`config.mk`:
```
export PLATFORM = sky130hd
export DESIGN_NAME = sub_seq_sliced_ctrl
export DESIGN_NICKNAME = d
export VERILOG_FILES = /design/src/rtl/sub_pkg.sv /design/src/rtl/sub_slice_unsigned.sv /design/src/rtl/sub_seq_sliced_ctrl.sv
export SDC_FILE = /design/constraint.sdc
export NUM_CORES = 1
export LEC_CHECK = 0
export ABC_AREA = 1
export CAP_MARGIN = 20
export CORE_MARGIN = 10
export CORE_UTILIZATION = 46
export DETAILED_ROUTE_END_ITERATION = 12
export PLACE_DENSITY = 0.76
export SYNTH_ARGS = -nofsm -noshare
export SYNTH_HDL_FRONTEND = slang
export SYNTH_HIERARCHICAL = 1
export SYNTH_SLANG_ARGS = --single-unit
```
`constraint.sdc`:
```
create_clock -name clk -period 2.75 [get_ports clk]
set_input_delay 0.825 -clock clk [delete_from_list [all_inputs] [get_ports clk]]
set_output_delay 0.825 -clock clk [all_outputs]
set_load 0.02 [all_outputs]
```
`src/rtl/sub_pkg.sv`:
```
// Shared types and helpers for the sliced sequential subtractor.
package sub_pkg;

    // Controller states: wait for operands, iterate over slices, hold result.
    typedef enum logic [1:0] {
        IDLE = 2'd0,
        RUN  = 2'd1,
        DONE = 2'd2
    } sub_seq_state_e;

    localparam int SUB_WIDTH_DEF = 32;
    localparam int SUB_SLICE_DEF = 8;

    // Number of slice iterations needed to cover the full operand width.
    function automatic int nslices(input int width, input int slice);
        return width / slice;
    endfunction

endpackage

```
`src/rtl/sub_slice_unsigned.sv`:
```
// One SLICE-bit unsigned subtractor slice with borrow in and borrow out.
module sub_slice_unsigned #(
    parameter int SLICE = 8
) (
    input  logic [SLICE-1:0] a_i,
    input  logic [SLICE-1:0] b_i,
    input  logic             bin_i,
    output logic [SLICE-1:0] d_o,
    output logic             bout_o
);

    logic [SLICE:0] full_s;

    // Extend by one bit so the top bit of the difference is the borrow-out.
    always_comb begin
        full_s = {1'b0, a_i} - {1'b0, b_i} - {{SLICE{1'b0}}, bin_i};
        d_o    = full_s[SLICE-1:0];
        bout_o = full_s[SLICE];
    end

endmodule

```
`src/rtl/sub_seq_sliced_ctrl.sv`:
```
// Multi-cycle WIDTH-bit unsigned subtractor that reuses one SLICE-bit slice,
// LSB slice first, carrying the borrow between cycles in a register.
module sub_seq_sliced_ctrl
    import sub_pkg::*;
#(
    parameter int WIDTH = SUB_WIDTH_DEF,
    parameter int SLICE = SUB_SLICE_DEF
) (
    input  logic             clk,
    input  logic             rst,
    input  logic             in_valid,
    output logic             in_ready,
    input  logic [WIDTH-1:0] A,
    input  logic [WIDTH-1:0] B,
    output logic             out_valid,
    input  logic             out_ready,
    output logic [WIDTH-1:0] result,
    output logic             borrow,
    output logic             busy
);

    localparam int NSLICES = nslices(WIDTH, SLICE);
    localparam int IDX_W   = (NSLICES > 1) ? $clog2(NSLICES) : 1;
    localparam logic [IDX_W-1:0] LAST_IDX = IDX_W'(NSLICES - 1);

    generate
        if ((WIDTH % SLICE) != 0) begin : g_bad_slice
            $error("sub_seq_sliced_ctrl: WIDTH must be a multiple of SLICE");
        end
    endgenerate

    sub_seq_state_e   state_q;
    logic [WIDTH-1:0] a_q;
    logic [WIDTH-1:0] b_q;
    logic [WIDTH-1:0] result_q;
    logic [IDX_W-1:0] idx_q;
    logic             bin_q;
    logic             borrow_q;
    logic             in_ready_q;
    logic             out_valid_q;
    logic             busy_q;

    logic [SLICE-1:0] slice_a_s;
    logic [SLICE-1:0] slice_b_s;
    logic [SLICE-1:0] slice_d_s;
    logic             slice_bout_s;

    // Select the operand bits for the slice currently being processed.
    always_comb begin
        slice_a_s = a_q[int'(idx_q) * SLICE +: SLICE];
        slice_b_s = b_q[int'(idx_q) * SLICE +: SLICE];
    end

    sub_slice_unsigned #(
        .SLICE (SLICE)
    ) u_slice (
        .a_i    (slice_a_s),
        .b_i    (slice_b_s),
        .bin_i  (bin_q),
        .d_o    (slice_d_s),
        .bout_o (slice_bout_s)
    );

    // Controller FSM: operand capture, slice iteration and result handshake.
    always_ff @(posedge clk) begin
        if (rst) begin
            state_q     <= IDLE;
            a_q         <= {WIDTH{1'b0}};
            b_q         <= {WIDTH{1'b0}};
            result_q    <= {WIDTH{1'b0}};
            idx_q       <= {IDX_W{1'b0}};
            bin_q       <= 1'b0;
            borrow_q    <= 1'b0;
            in_ready_q  <= 1'b1;
            out_valid_q <= 1'b0;
            busy_q      <= 1'b0;
        end else begin
            case (state_q)
                IDLE: begin
                    if (in_valid && in_ready_q) begin
                        a_q        <= A;
                        b_q        <= B;
                        bin_q      <= 1'b0;
                        idx_q      <= {IDX_W{1'b0}};
                        in_ready_q <= 1'b0;
                        busy_q     <= 1'b1;
                        state_q    <= RUN;
                    end
                end
                RUN: begin
                    result_q[int'(idx_q) * SLICE +: SLICE] <= slice_d_s;
                    bin_q <= slice_bout_s;
                    idx_q <= idx_q + IDX_W'(1);
                    if (idx_q == LAST_IDX) begin
                        borrow_q    <= slice_bout_s;
                        out_valid_q <= 1'b1;
                        state_q     <= DONE;
                    end
                end
                DONE: begin
                    // New operands are only taken once back in IDLE.
                    if (out_ready) begin
                        out_valid_q <= 1'b0;
                        busy_q      <= 1'b0;
                        in_ready_q  <= 1'b1;
                        state_q     <= IDLE;
                    end
                end
                default: begin
                    state_q     <= IDLE;
                    in_ready_q  <= 1'b1;
                    out_valid_q <= 1'b0;
                    busy_q      <= 1'b0;
                end
            endcase
        end
    end

    assign in_ready  = in_ready_q;
    assign out_valid = out_valid_q;
    assign result    = result_q;
    assign borrow    = borrow_q;
    assign busy      = busy_q;

endmodule

```
### Word-level counts from Yosys, hierarchy flattened

Index checks and enable logic that the tools add are counted.

| storage, ports and cells | value |
|---|---|
| register bits | 105 |
| bits of input ports | 68 |
| output and inout port bits | 36 |
| logic and storage cells | 51 |

| cells by class | value |
|---|---|
| add/sub/neg operators | 4 |
| equal/unequal tests | 6 |
| shifts and indexed selects | 4 |
| multiplexer cells | 16 |
| bitwise logic cells | 2 |
| reduce and logical (&&, ||, !) cells | 9 |

Operators by type and width:

| cell | count |
|---|---|
| $shiftx A32 B6 Y8 | 2 |
| $neg A5 Y33 | 1 |
| $shift A8 B33 Y32 const A | 1 |
| $shiftx A8 B33 Y32 | 1 |
| $bwmux W32 | 1 |
| $pmux W1 S3 | 3 |
| $reduce_and A3 Y1 | 3 |
| $sub A8 B8 Y9 | 1 |
| $sub A9 B1 Y9 | 1 |
| $mux W2 | 4 |
| $ne A2 B2 Y1 const B | 3 |
| $pmux W2 S3 | 1 |
| $reduce_and A2 Y1 | 3 |
| $mux W1 | 5 |
| $eq A2 B2 Y1 const B | 2 |
| $pmux W2 S2 | 1 |
| $add A2 B1 Y2 const B | 1 |
| $eq A2 B1 Y1 const B | 1 |
| $logic_not A2 Y1 | 1 |
| $not A1 Y1 | 2 |
| $pmux W1 S2 | 1 |
| $reduce_bool A2 Y1 | 1 |
| $logic_and A1 B1 Y1 | 1 |

### Logic depth before layout (Yosys ltp)

Gate-level depths: netlist of run 1.

| depth | value |
|---|---|
| depth in word-level cells | 5 |
| mapped depth | 20 |

### By module

Netlist of run 1, hierarchy kept.

By module, submodules not included:

| module | times used | cells each | area an instance (um^2) | seq. area each (um^2) |
|---|---|---|---|---|
| sub_seq_sliced_ctrl | 1 | 602 | 4,419.2 | 2,102.0 |
| sub_slice_unsigned | 1 | 100 | 576.8 | 0.0 |

### Worst setup path after synthesis of run 1

OpenSTA, ideal clock, no wires.

| path | value |
|---|---|
| path kind | reg-to-reg |
| from | register idx_q[1] |
| to | register result_q[13], in the netlist result[13] |
| setup time | 70 ps |
| data arrival time | 2,598 ps |
| data required time | 2,680 ps |
| slack | 82 ps |
| cell stages (with the launch flop) | 18 |
| path buffers | 1 |
| period minus slack after synthesis | 2,668 ps |
| cell sequence | dfxtp_1 inv_1 clkbuf_1 o21ai_0 o22ai_1 inv_1 fa_1 inv_1 ha_1 o21ai_2 nand2_1 nand2_1 nand3_1 nand2_1 inv_1 nor3_1 nand2_1 a21oi_1 |

| on the way | value |
|---|---|
| longest elaborated chain between the ends | 5 |

RTL lines:

| element | line | RTL |
|---|---|---|
| start: declaration | sub_seq_sliced_ctrl.sv:36 | `logic [IDX_W-1:0] idx_q;` |
| start signal: assignment | sub_seq_sliced_ctrl.sv:71 | `idx_q <= {IDX_W{1'b0}};` |
| start signal: assignment | sub_seq_sliced_ctrl.sv:84 | `idx_q <= {IDX_W{1'b0}};` |
| start signal: assignment | sub_seq_sliced_ctrl.sv:93 | `idx_q <= idx_q + IDX_W'(1);` |
| $shiftx A32 B6 Y8 | sub_seq_sliced_ctrl.sv:51 | `slice_b_s = b_q[int'(idx_q) * SLICE +: SLICE];` |
| via slice_b_s[0] | sub_seq_sliced_ctrl.sv:44 | `logic [SLICE-1:0] slice_b_s;` |
| $sub A8 B8 Y9 | sub_slice_unsigned.sv:16 | `full_s = {1'b0, a_i} - {1'b0, b_i} - {{SLICE{1'b0}}, bin_i};` |
| $sub A9 B1 Y9 | sub_slice_unsigned.sv:16 |  |
| via slice_d_s[5] | sub_seq_sliced_ctrl.sv:45 | `logic [SLICE-1:0] slice_d_s;` |
| $shiftx A8 B33 Y32 | sub_seq_sliced_ctrl.sv:91 | `result_q[int'(idx_q) * SLICE +: SLICE] <= slice_d_s;` |
| $bwmux W32 | sub_seq_sliced_ctrl.sv:91 |  |
| end signal: assignment | sub_seq_sliced_ctrl.sv:70 | `result_q <= {WIDTH{1'b0}};` |
| end signal: indexed assignment | sub_seq_sliced_ctrl.sv:91 |  |
| end: declaration | sub_seq_sliced_ctrl.sv:35 | `logic [WIDTH-1:0] result_q;` |

The timed path passes the listed nets, and every way through them passes these cells.
A chain may end at the register's enable or synchronous reset.

### Worst setup path after layout of run 1

| path | value |
|---|---|
| from | register idx_q[0] |
| to | register result_q[13], in the netlist result[13] |

The elaborated chain is that of the path after synthesis.

==> results_dict.tcl, run 1 <==
set metrics [dict create \
    syn_area_um2 4996 \
    synth_flop_cell "dfxtp_1" \
    worstReg2RegStart "idx_q[0]$_SDFFE_PP0P_" \
    slew_headroom_pct 62.63 \
    cts_root_buf "clkbuf_8" \
    use_met2_pct 26.91 \
    netlist_instances 702 \
    rows 37 \
    die_x_um 124.2 \
    seq_power_share_pct 40.8 \
    ys_types 33 \
    grt_max_degree 74 \
    place_inst 917 \
    cellLeakagePower_nw 2.706 \
    synth.largest_area_cell "dfxtp_1" \
    grt_overflow 0 \
    combPwrFrac_pct 34.1 \
    max_stage_delay_ns 0.38 \
    synth_area_leaders "dfxtp_1 42%, nor2_1 13%, o21ai_0 9.4%" \
    path_cells "buf_8, buf_4, o21ai_0, o22ai_1, ha_1, inv_1, ha_1, nand2_1, nand2_1, inv_1, nand2_1, nand2_1, nand2_1, inv_1, nor3_2, nand2_1, a21oi_1" \
    stdcell_count 937 \
    grtUsageMet1_pct 19.67 \
    hold_viol 0 \
    holdPathEnd "out_valid$_SDFFE_PP0P_" \
    coreArea_um2 10460 \
    p_sw_mw 1.502 \
    critPathCaptureType "flip-flop" \
    cp_slowest_cell "dfxtp_4" \
    worst_pin_slew_ns 0.5606 \
    cts_buffer_depth 2 \
    clk_pin_slew_worst_paths_ns 0.10 \
    finClkSkew_ns 0.01536 \
    min_path_cells 2 \
    final_nets 886 \
    grt.busiest_layer "met2" \
    cts_num_sinks 105 \
    reg2reg_to "result[13]$_SDFFE_PP0P_" \
    period_share_pct 92.62 \
    tns_ns 0 \
    peakVddDrop_mv 0.3519 \
    routedWlPerCell_um 14.26 \
    vias 4771 \
    grt_pass1_vias 4521 \
    cts_buffers 9 \
    dp_slack_ns 0.03515 \
    ys_warn_count 6 \
    ff_latch_area_um2 2110 \
    syn_area_per_cell_um2 7.117 \
    gr-usage-met3_pct 3.993 \
    synth-seq-cells 105 \
    globalplace.congestion 0.9652 \
    critPathBufInv 5 \
    p_int_mw 2.734 \
    dp_hpwl_um 10320 \
    grt_util_all_layers_pct 15.96 \
    multiInputGateArea_um2 2475 \
    final.fill_count 945 \
    io_buffer_count 103 \
    dieArea_um2 15430 \
    r2r.worst_path.cells 17 \
    netlist.area_leader.share_pct 42.07 \
    drt-pass1-iter-count 5 \
    dieHeight_um 124.2 \
    io-pin-count 104 \
    worst-r2r-setup-slack_ns 0.20 \
    drtIter0Drc 406 \
    cap_viol_max_count 0 \
    antenna_found_initial 0 \
    power.density_nw_per_um2 653.4 \
    worstSkewPairLatency_ns 0.36 \
    pwr-share-clk_pct 25.1 \
    cp.required_ns 3.04 \
    critPathTopFamily "adder cells" \
    synth-edff-count 0 \
    switching_share_pct 35.46 \
    holdCritStartpoint "out_valid$_SDFFE_PP0P_" \
    syn_nets 792 \
    ys_seq_area_share_pct 42.07 \
    finalMaxSlewViolations 0 \
    cts_tree "yes" \
    ant_nets 0 \
    crit_top_cell "nand2_1" \
    start_util_pct 47.75 \
    routed_wl_um 13370 \
    status "finished, final reports clean" \
    drive_above_1_share_pct 7.740 \
    period_minus_slack_ns 2.547 \
    fmax_ghz 0.3926 \
    synth_common_cells "176 x nor2_1, 105 x dfxtp_1, 95 x nand2_1" \
    setup_viol 0 \
    ys_async_sr_fraction_pct 0 \
    drc 0 \
    synth_most_common_cell "nor2_1" \
    vias_per_cell 5.092 \
    worstPathMaxFanout 8 \
    antenna_cells 0 \
    cp.arrival_ns 2.83 \
    fin_hold_ws_ns 0.4619 \
    htreeDepth 3 \
    hold_path_class "flip-flop to flip-flop" \
    area_growth_pct 29.75 \
    start_kind "flip-flop" \
    worstSetupPathType "flip-flop to flip-flop" \
    grt_pass1_wl_um 21440 \
    layout_setup_ws_ns 0.2029 \
]
[metrics by stage]
stage / cell area (um^2) / util, % / total power [mW]
final: 6482 / 61.96 / 4.236
after detailed placement: 6112 / 58.42 / 3.124
after global placement: 6112 / 58.42 / 3.093
after global routing: 6482 / 61.96 / 4.527
after floorplan: 4996 / - / 2.733
after CTS: 6347 / 60.67 / 4.179
[flip-flops by register name (all words and copies together), names as in the netlist]
name / flops
borrow: 1
b_q: 32
a_q: 32
busy: 1
result: 32
out_valid: 1
idx_q: 2
state_q: 2
in_ready: 1
bin_q: 1
[power groups by stage]
stage                     sequential [mW]  clock (mW)  combinational (mW)
after CTS                            1.72        1.08                1.38
after floorplan                      1.75           0               0.983
after global placement               1.75           0                1.34
after detailed placement             1.76           0                1.37
final                                1.73        1.07                1.44
after global routing                 1.74        1.14                1.65
[worst register-to-register path, stage by stage (launching register included)]
cell     delay [ns]
dfxtp_4        0.38
buf_8          0.13
buf_4          0.15
o21ai_0        0.16
o22ai_1        0.12
ha_1           0.29
inv_1          0.04
ha_1           0.34
nand2_1        0.07
nand2_1        0.12
inv_1          0.07
nand2_1        0.07
nand2_1        0.05
nand2_1        0.05
inv_1          0.06
nor3_2         0.19
nand2_1        0.08
a21oi_1        0.12
[area by class of cell]
class                           instances  area share (%)
Clock buffer                            9           1.911
Clock inverter                          7           1.563
Inverter                               69           4.188
Multi-Input combinational cell        491           38.18
Sequential cell                       105           32.54
Tap cell                              136           2.625
Timing Repair Buffer                  120           18.99
[how the worst max path moves through the flow]
| stage | depth (start not counted) | from | endpoint | slack [ns] |
|---|---|---|---|---|
| CTS | 16 | idx_q[0]$_SDFFE_PP0P_ | result[5]$_SDFFE_PP0P_ | 0.02 |
| global placement | 14 | idx_q[0]$_SDFFE_PP0P_ | result[27]$_SDFFE_PP0P_ | 0.17 |
| finish | 17 | idx_q[0]$_SDFFE_PP0P_ | result[13]$_SDFFE_PP0P_ | 0.20 |
| detailed placement | 14 | idx_q[0]$_SDFFE_PP0P_ | result[27]$_SDFFE_PP0P_ | 0.04 |
| floorplan | 17 | idx_q[1]$_SDFFE_PP0P_ | result[13]$_SDFFE_PP0P_ | 0.08 |
| global route | 16 | idx_q[0]$_SDFFE_PP0P_ | result[31]$_SDFFE_PP0P_ | -0.0004 |
[per-layer routing]
metal	wire length (um)	part of all wire [%]
met3	887	6.6
met2	6334	47
met1	5906	44
met4	238	1.8
met5	0	0
[layout by cell type (no fill, tap or decap), types with 2 or more instances in the layout]
| cell | instances |
|---|---|
| fa_1 | 2 |
| nand2_1 | 93 |
| ha_1 | 20 |
| o21ai_1 | 22 |
| a21oi_1 | 36 |
| nor2_2 | 3 |
| nor3_2 | 2 |
| o22ai_1 | 15 |
| bufinv_16 | 2 |
| nor3_1 | 2 |
| dfxtp_4 | 2 |
| dfxtp_1 | 103 |
| nand3_2 | 2 |
| clkbuf_16 | 2 |
| buf_4 | 9 |
| nand3_4 | 2 |
| buf_6 | 2 |
| xor2_1 | 3 |
| nand2_2 | 2 |
| nand3_1 | 13 |
| o21ai_2 | 2 |
| clkbuf_8 | 9 |
| clkdlybuf4s50_1 | 103 |
| o21ai_0 | 85 |
| nor2_4 | 4 |
| buf_12 | 2 |
| inv_1 | 64 |
| inv_6 | 3 |
| nor2_1 | 174 |
[cell families (layout without fill, tap and decap cells)]
family | count (synthesis) | after routing | synth area share (%)
AOI/OAI and AO/OA | 164 | 164 | 17.18
xor gates and xnor gates | 4 | 4 | 0.7014
adders and majority gates | 22 | 22 | 5.810
buffers and inverters | 106 | 205 | 9.441
DFF | 105 | 105 | 42.07
and+or+nand+nor | 301 | 301 | 24.79
[timing repair]
action,CTS,global route
cloned,0,3
hold buffers,0,0
gates resized for setup,2,32
pin swaps,0,4
setup buffers,0,1
setup endpoints to repair,4,24
Power figures use the tool's default switching activity.
==> inputs of run 2 (changes only) <==
CORE_UTILIZATION = 49   (was 46)
PLACE_DENSITY = 0.77   (was 0.76)
clock period = 2.4 ns   (was 2.75 ns; I/O delays follow)
==> run 2 against run 1 <==
Against the previous run:
- the flow now finishes with violations (setup timing)
- first-iteration DRC count down 18%
- via count rose by 1.8%
- clock-buffer cell count is 1 higher
- worst setup slack worse by 0.34 ns
- sequential cell count stayed put
- worst hold slack got worse by 0.012 ns
- clock power grew 6%
- cell count grew 1.6%
- non-clock buffer count up 18
- critical path type unchanged
- critical endpoint is now result[11]$_SDFFE_PP0P_
- largest power group is now combinational logic
==> results_dict.tcl, run 2 (synthesis gave the netlist of run 1 again) <==
set metrics [dict create \
    cp_slowest_cell "fa_2" \
    max_stage_delay_ns 0.57 \
    period_minus_slack_ns 2.535 \
    cts_tree "yes" \
    dr_wl_met2_um 6604 \
    routedWlPerCell_um 14.53 \
    holdCritStartpoint "out_valid$_SDFFE_PP0P_" \
    coreArea_um2 9864 \
    grt_max_degree 74 \
    worstSkewPairLatency_ns 0.38 \
    fmax_ghz 0.3945 \
    grt_pass1_wl_um 22780 \
    final.fill_count 824 \
    cts_buffer_depth 2 \
    ff_latch_area_um2 2110 \
    finalMaxSlewViolations 0 \
    antenna_found_initial 0 \
    dp_hpwl_um 10400 \
    min_path_cells 2 \
    io-pin-count 104 \
    m1WireLength_um 6190 \
    stdcell_area_um2 6738 \
    grt_util_all_layers_pct 18.76 \
    period_share_pct 105.6 \
    setup_viol 13 \
    worstReg2RegStart "idx_q[0]$_SDFFE_PP0P_" \
    drt-pass1-iter-count 5 \
    multiInputGateArea_um2 2639 \
    p_int_mw 3.289 \
    worstPathMaxFanout 5 \
    switching_share_pct 37.19 \
    start_util_pct 50.65 \
    hold_path_class "flip-flop to flip-flop" \
    combPwrFrac_pct 40.6 \
    io_buffer_count 103 \
    cp.arrival_ns 2.86 \
    final_common_cell "nor2_1" \
    slew_headroom_pct 62.88 \
    vias 4857 \
    cts_root_buf "clkbuf_8" \
    cap_viol_max_count 0 \
    drc 0 \
    dp_slack_ns -0.1987 \
    reg2reg_to "result[11]$_SDFFE_PP0P_" \
    p_sw_mw 1.948 \
    cp.required_ns 2.72 \
    cts_num_sinks 105 \
    worst-r2r-setup-slack_ns -0.13 \
    vias_per_cell 5.102 \
    rows 36 \
    area_growth_pct 34.86 \
    tns_ns -1.112 \
    rsz0062_at_grt "yes" \
    cellLeakagePower_nw 2.783 \
    final_nets 904 \
    clk_pin_slew_worst_paths_ns 0.11 \
    power.total_mw 5.236 \
    path_cells "buf_6, o21ai_2, o22ai_1, inv_1, fa_2, inv_2, ha_4, o21ai_2, nand2_2, xor2_1, inv_1, nor3_2, nand2_1, a21oi_2" \
    highest_layer "met4" \
    status "finished with violations" \
    die_x_um 121.0 \
    antenna_cells 0 \
    critPathBufInv 4 \
    dieArea_um2 14640 \
    wl_met3_um 835 \
    pwr-share-clk_pct 21.7 \
    peakVddDrop_mv 0.3891 \
    r2r.worst_path.cells 14 \
    holdPathEnd "out_valid$_SDFFE_PP0P_" \
    power.density_nw_per_um2 777.2 \
    critPathTopFamily "adder cells" \
    routed_wl_um 13830 \
    seq_power_share_pct 37.8 \
    final_cell_mix "175 x nor2_1, 103 x dfxtp_1, 103 x clkdlybuf4s50_1, 88 x nand2_1, 81 x o21ai_0" \
    grt_overflow 0 \
    drtIter0Drc 332 \
    cts_buffers 9 \
    worst_pin_slew_ns 0.5568 \
    htreeDepth 3 \
    critPathCaptureType "flip-flop" \
    globalplace.congestion 0.8437 \
    start_kind "flip-flop" \
    layout_setup_ws_ns -0.1349 \
    hold_viol 0 \
    drive_above_1_share_pct 13.55 \
    grt_pass1_vias 4774 \
    violations "setup timing" \
    dieHeight_um 121.0 \
    ant_nets 0 \
    worstSetupPathType "flip-flop to flip-flop" \
    finClkSkew_ns 0.01760 \
    place_area_um2 6280 \
]
## run 2: timing repair
item | in CTS | in global routing
hold buffers | 0 | 0
endpoints found under the hold margin | 0 | 0
pin swaps | 15 | 8
resized for setup | 38 | 25
setup buffers | 3 | 0
endpoints found under the setup margin | 24 | 33
cloned | 1 | 0
## run 2: worst register-to-register path, delay by kind of cell (launching register included)
kind	cells	cell delay, ns
simple gates	3	0.37
buf+inv	4	0.37
xor+xnor	1	0.17
fa+ha+maj	2	0.72
flops	1	0.41
compound gates	4	0.45
## run 2: worst max path at each step
stage,endpoint,startpoint,cells past startpoint
after floorplan,result[23]$_SDFFE_PP0P_,idx_q[0]$_SDFFE_PP0P_,18
after CTS,result[27]$_SDFFE_PP0P_,idx_q[0]$_SDFFE_PP0P_,14
after detailed placement,result[13]$_SDFFE_PP0P_,idx_q[0]$_SDFFE_PP0P_,18
after global placement,result[4]$_SDFFE_PP0P_,idx_q[0]$_SDFFE_PP0P_,16
final,result[11]$_SDFFE_PP0P_,idx_q[0]$_SDFFE_PP0P_,14
after global routing,result[11]$_SDFFE_PP0P_,idx_q[0]$_SDFFE_PP0P_,14
## run 2: layout make-up
type,instances,area share (%)
Timing Repair Buffer,138,19.94
Tap cell,133,2.470
Clock inverter,6,1.114
Multi-Input combinational cell,491,39.16
Inverter,69,4.104
Clock buffer,10,1.894
Sequential cell,105,31.31
## run 2: power groups by stage
stage / Combinational (mW) / Clock (mW) / Sequential (mW)
after floorplan: 1.15 / 0 / 2.01
after global placement: 1.70 / 0 / 2.01
after detailed placement: 1.75 / 0 / 2.01
after CTS: 1.95 / 1.14 / 1.98
after global routing: 2.35 / 1.23 / 1.99
final: 2.12 / 1.13 / 1.98
## run 2: routing by layer
layer | up-vias | track usage [%]
met5 | - | 0
met4 | 0 | 5.581
met3 | 16 | 4.700
met2 | 143 | 31.19
met1 | 2242 | 23.38
li1 | 2456 | -
## run 2: stage by stage
step	std cells	hold WS, ns	util, %
2_1_floorplan	702	0.4489	-
3_3_place_gp	932	0.4310	63.66
3_5_place_dp	932	0.4333	63.66
4_1_cts	952	0.4501	67.48
5_1_grt	952	0.4880	68.30
6_report	952	0.4502	68.30
==> inputs of run 3 (changes only) <==
SKIP_LAST_GASP = 1   (was not set)
==> run 3 against run 2 <==
Against the previous run:
- power shrank 0.47%
- the flow still finishes with violations (setup timing)
- fmax shrank 0.25%
- critical path type unchanged
- critical path depth is the same
- worst setup slack lost 0.0063 ns
- non-clock buffer count is the same
- combinational power is essentially flat
- worst hold slack is essentially flat
- sequential share of layout area is essentially flat
- sequential cell count is the same
==> results_dict.tcl, run 3 (synthesis gave the netlist of run 1 again) <==
set metrics [dict create \
    fin_hold_ws_ns 0.4503 \
    cellLeakagePower_nw 2.782 \
    grt_max_degree 74 \
    area_growth_pct 34.69 \
    violations "setup timing" \
    hold_path_class "flip-flop to flip-flop" \
    final_nets 904 \
    hold_buffers 0 \
    path_cells "buf_6, o21ai_2, o22ai_1, inv_1, fa_2, inv_2, ha_4, o21ai_2, nand2_2, xor2_1, inv_1, nor3_2, nand2_1, a21oi_2" \
    min_path_cells 2 \
    period_share_pct 105.9 \
    power.total_mw 5.212 \
    peakVddDrop_mv 0.3899 \
    cp.required_ns 2.72 \
    dp_hpwl_um 10400 \
    dp_slack_ns -0.1987 \
    setup_viol 14 \
    drt-pass1-iter-count 5 \
    grt_util_all_layers_pct 18.76 \
    io_buffer_count 103 \
    cts_num_sinks 105 \
    ant_nets 0 \
    status "finished with violations" \
    grt_overflow 0 \
    worstReg2RegStart "idx_q[0]$_SDFFE_PP0P_" \
    holdCritStartpoint "out_valid$_SDFFE_PP0P_" \
    cap_viol_max_count 0 \
    worst-r2r-setup-slack_ns -0.14 \
    holdPathEnd "out_valid$_SDFFE_PP0P_" \
    io-pin-count 104 \
    fmax_ghz 0.3935 \
    drive_above_1_share_pct 13.31 \
    die_x_um 121.0 \
    start_kind "flip-flop" \
    grt_pass1_wl_um 22780 \
    finalMaxSlewViolations 0 \
    routedWlPerCell_um 14.51 \
    final_common_cell "nor2_1" \
    drc 0 \
    stdcell_area_um2 6729 \
    worstSkewPairLatency_ns 0.38 \
    dieArea_um2 14640 \
    routed_wl_um 13820 \
    layout_setup_ws_ns -0.1412 \
    place_area_um2 6280 \
    cts_root_buf "clkbuf_8" \
    antenna_cells 0 \
    cts_buffer_depth 2 \
    hold_viol 0 \
    vias 4849 \
    r2r.worst_path.cells 14 \
    final_cell_mix "175 x nor2_1, 103 x dfxtp_1, 103 x clkdlybuf4s50_1, 89 x nand2_1, 81 x o21ai_0" \
    critPathCaptureType "flip-flop" \
    worstPathMaxFanout 5 \
    drtIter0Drc 343 \
    rows 36 \
    grt_pass1_vias 4770 \
    finClkSkew_ns 0.01797 \
    cts_buffers 9 \
    period_minus_slack_ns 2.541 \
    max_stage_delay_ns 0.57 \
    rsz0062_at_grt "yes" \
    slew_headroom_pct 62.52 \
    dieHeight_um 121.0 \
    start_util_pct 50.65 \
    worstSetupPathType "flip-flop to flip-flop" \
    clk_pin_slew_worst_paths_ns 0.11 \
    antenna_found_initial 0 \
    htreeDepth 3 \
    globalplace.congestion 0.8437 \
    vias_per_cell 5.093 \
    cp_slowest_cell "fa_2" \
    power.density_nw_per_um2 774.5 \
    cts_tree "yes" \
    reg2reg_to "result[11]$_SDFFE_PP0P_" \
    worst_pin_slew_ns 0.5622 \
    coreArea_um2 9864 \
    cp.arrival_ns 2.86 \
]
run 3: cell counts in the layout (fill, tap and decap cells not counted):
No cell type changed its count.
run 3: power by group:
group,switching [mW],internal [mW]
Combinational,1.20,0.901
Sequential,0.0950,1.88
Clock,0.635,0.498
Total,1.93,3.28
run 3: worst max-delay path: cells and delay by family, from the launching register on:
family                   cells  cell delay (ns)
adder cells (fa/ha/maj)      2             0.72
AO/OA/AOI/OAI                4             0.45
flip-flops                   1             0.41
AND/OR/NAND/NOR              3             0.38
buffers and inverters        4             0.37
XOR/XNOR                     1             0.18
run 3: area by class of cell:
class	count	area, um^2
Clock inverter	6	75.07
Clock buffer	10	127.6
Sequential cell	105	2110
Timing Repair Buffer	138	1344
Multi-Input combinational cell	491	2633
Tap cell	133	166.4
Fill cell	826	3136
Inverter	69	274.0
run 3: worst max path at each step:
stage | from | endpoint | slack, ns | depth (start not counted)
floorplan | idx_q[0]$_SDFFE_PP0P_ | result[23]$_SDFFE_PP0P_ | -0.03 | 18
global placement | idx_q[0]$_SDFFE_PP0P_ | result[4]$_SDFFE_PP0P_ | -0.12 | 16
detailed placement | idx_q[0]$_SDFFE_PP0P_ | result[13]$_SDFFE_PP0P_ | -0.20 | 18
CTS | idx_q[0]$_SDFFE_PP0P_ | result[27]$_SDFFE_PP0P_ | -0.11 | 14
global route | idx_q[0]$_SDFFE_PP0P_ | result[11]$_SDFFE_PP0P_ | -0.27 | 14
finish | idx_q[0]$_SDFFE_PP0P_ | result[11]$_SDFFE_PP0P_ | -0.14 | 14
run 3: what timing repair did:
action,4_1_cts,5_1_grt
pin swaps,14,8
gates resized for setup,37,23
gates cloned,1,0
setup endpoints to repair,24,33
setup buffers,3,0
run 3: metal layers:
metal | vias up | track usage [%] | wire length [um]
met5 | - | 0 | 0
met4 | 0 | 5.581 | 186
met3 | 15 | 4.700 | 848
met2 | 136 | 31.19 | 6560
met1 | 2239 | 23.38 | 6220
li1 | 2459 | - | -
run 3: stage by stage:
| stage | utilization, % | setup TNS [ns] | instances |
|---|---|---|---|
| floorplan | - | -0.07117 | 702 |
| global route | 68.21 | -3.866 | 952 |
| CTS | 67.48 | -0.5966 | 952 |
| global placement | 63.66 | -1.235 | 932 |
| finish | 68.21 | -1.032 | 952 |
| detailed placement | 63.66 | -2.420 | 932 |
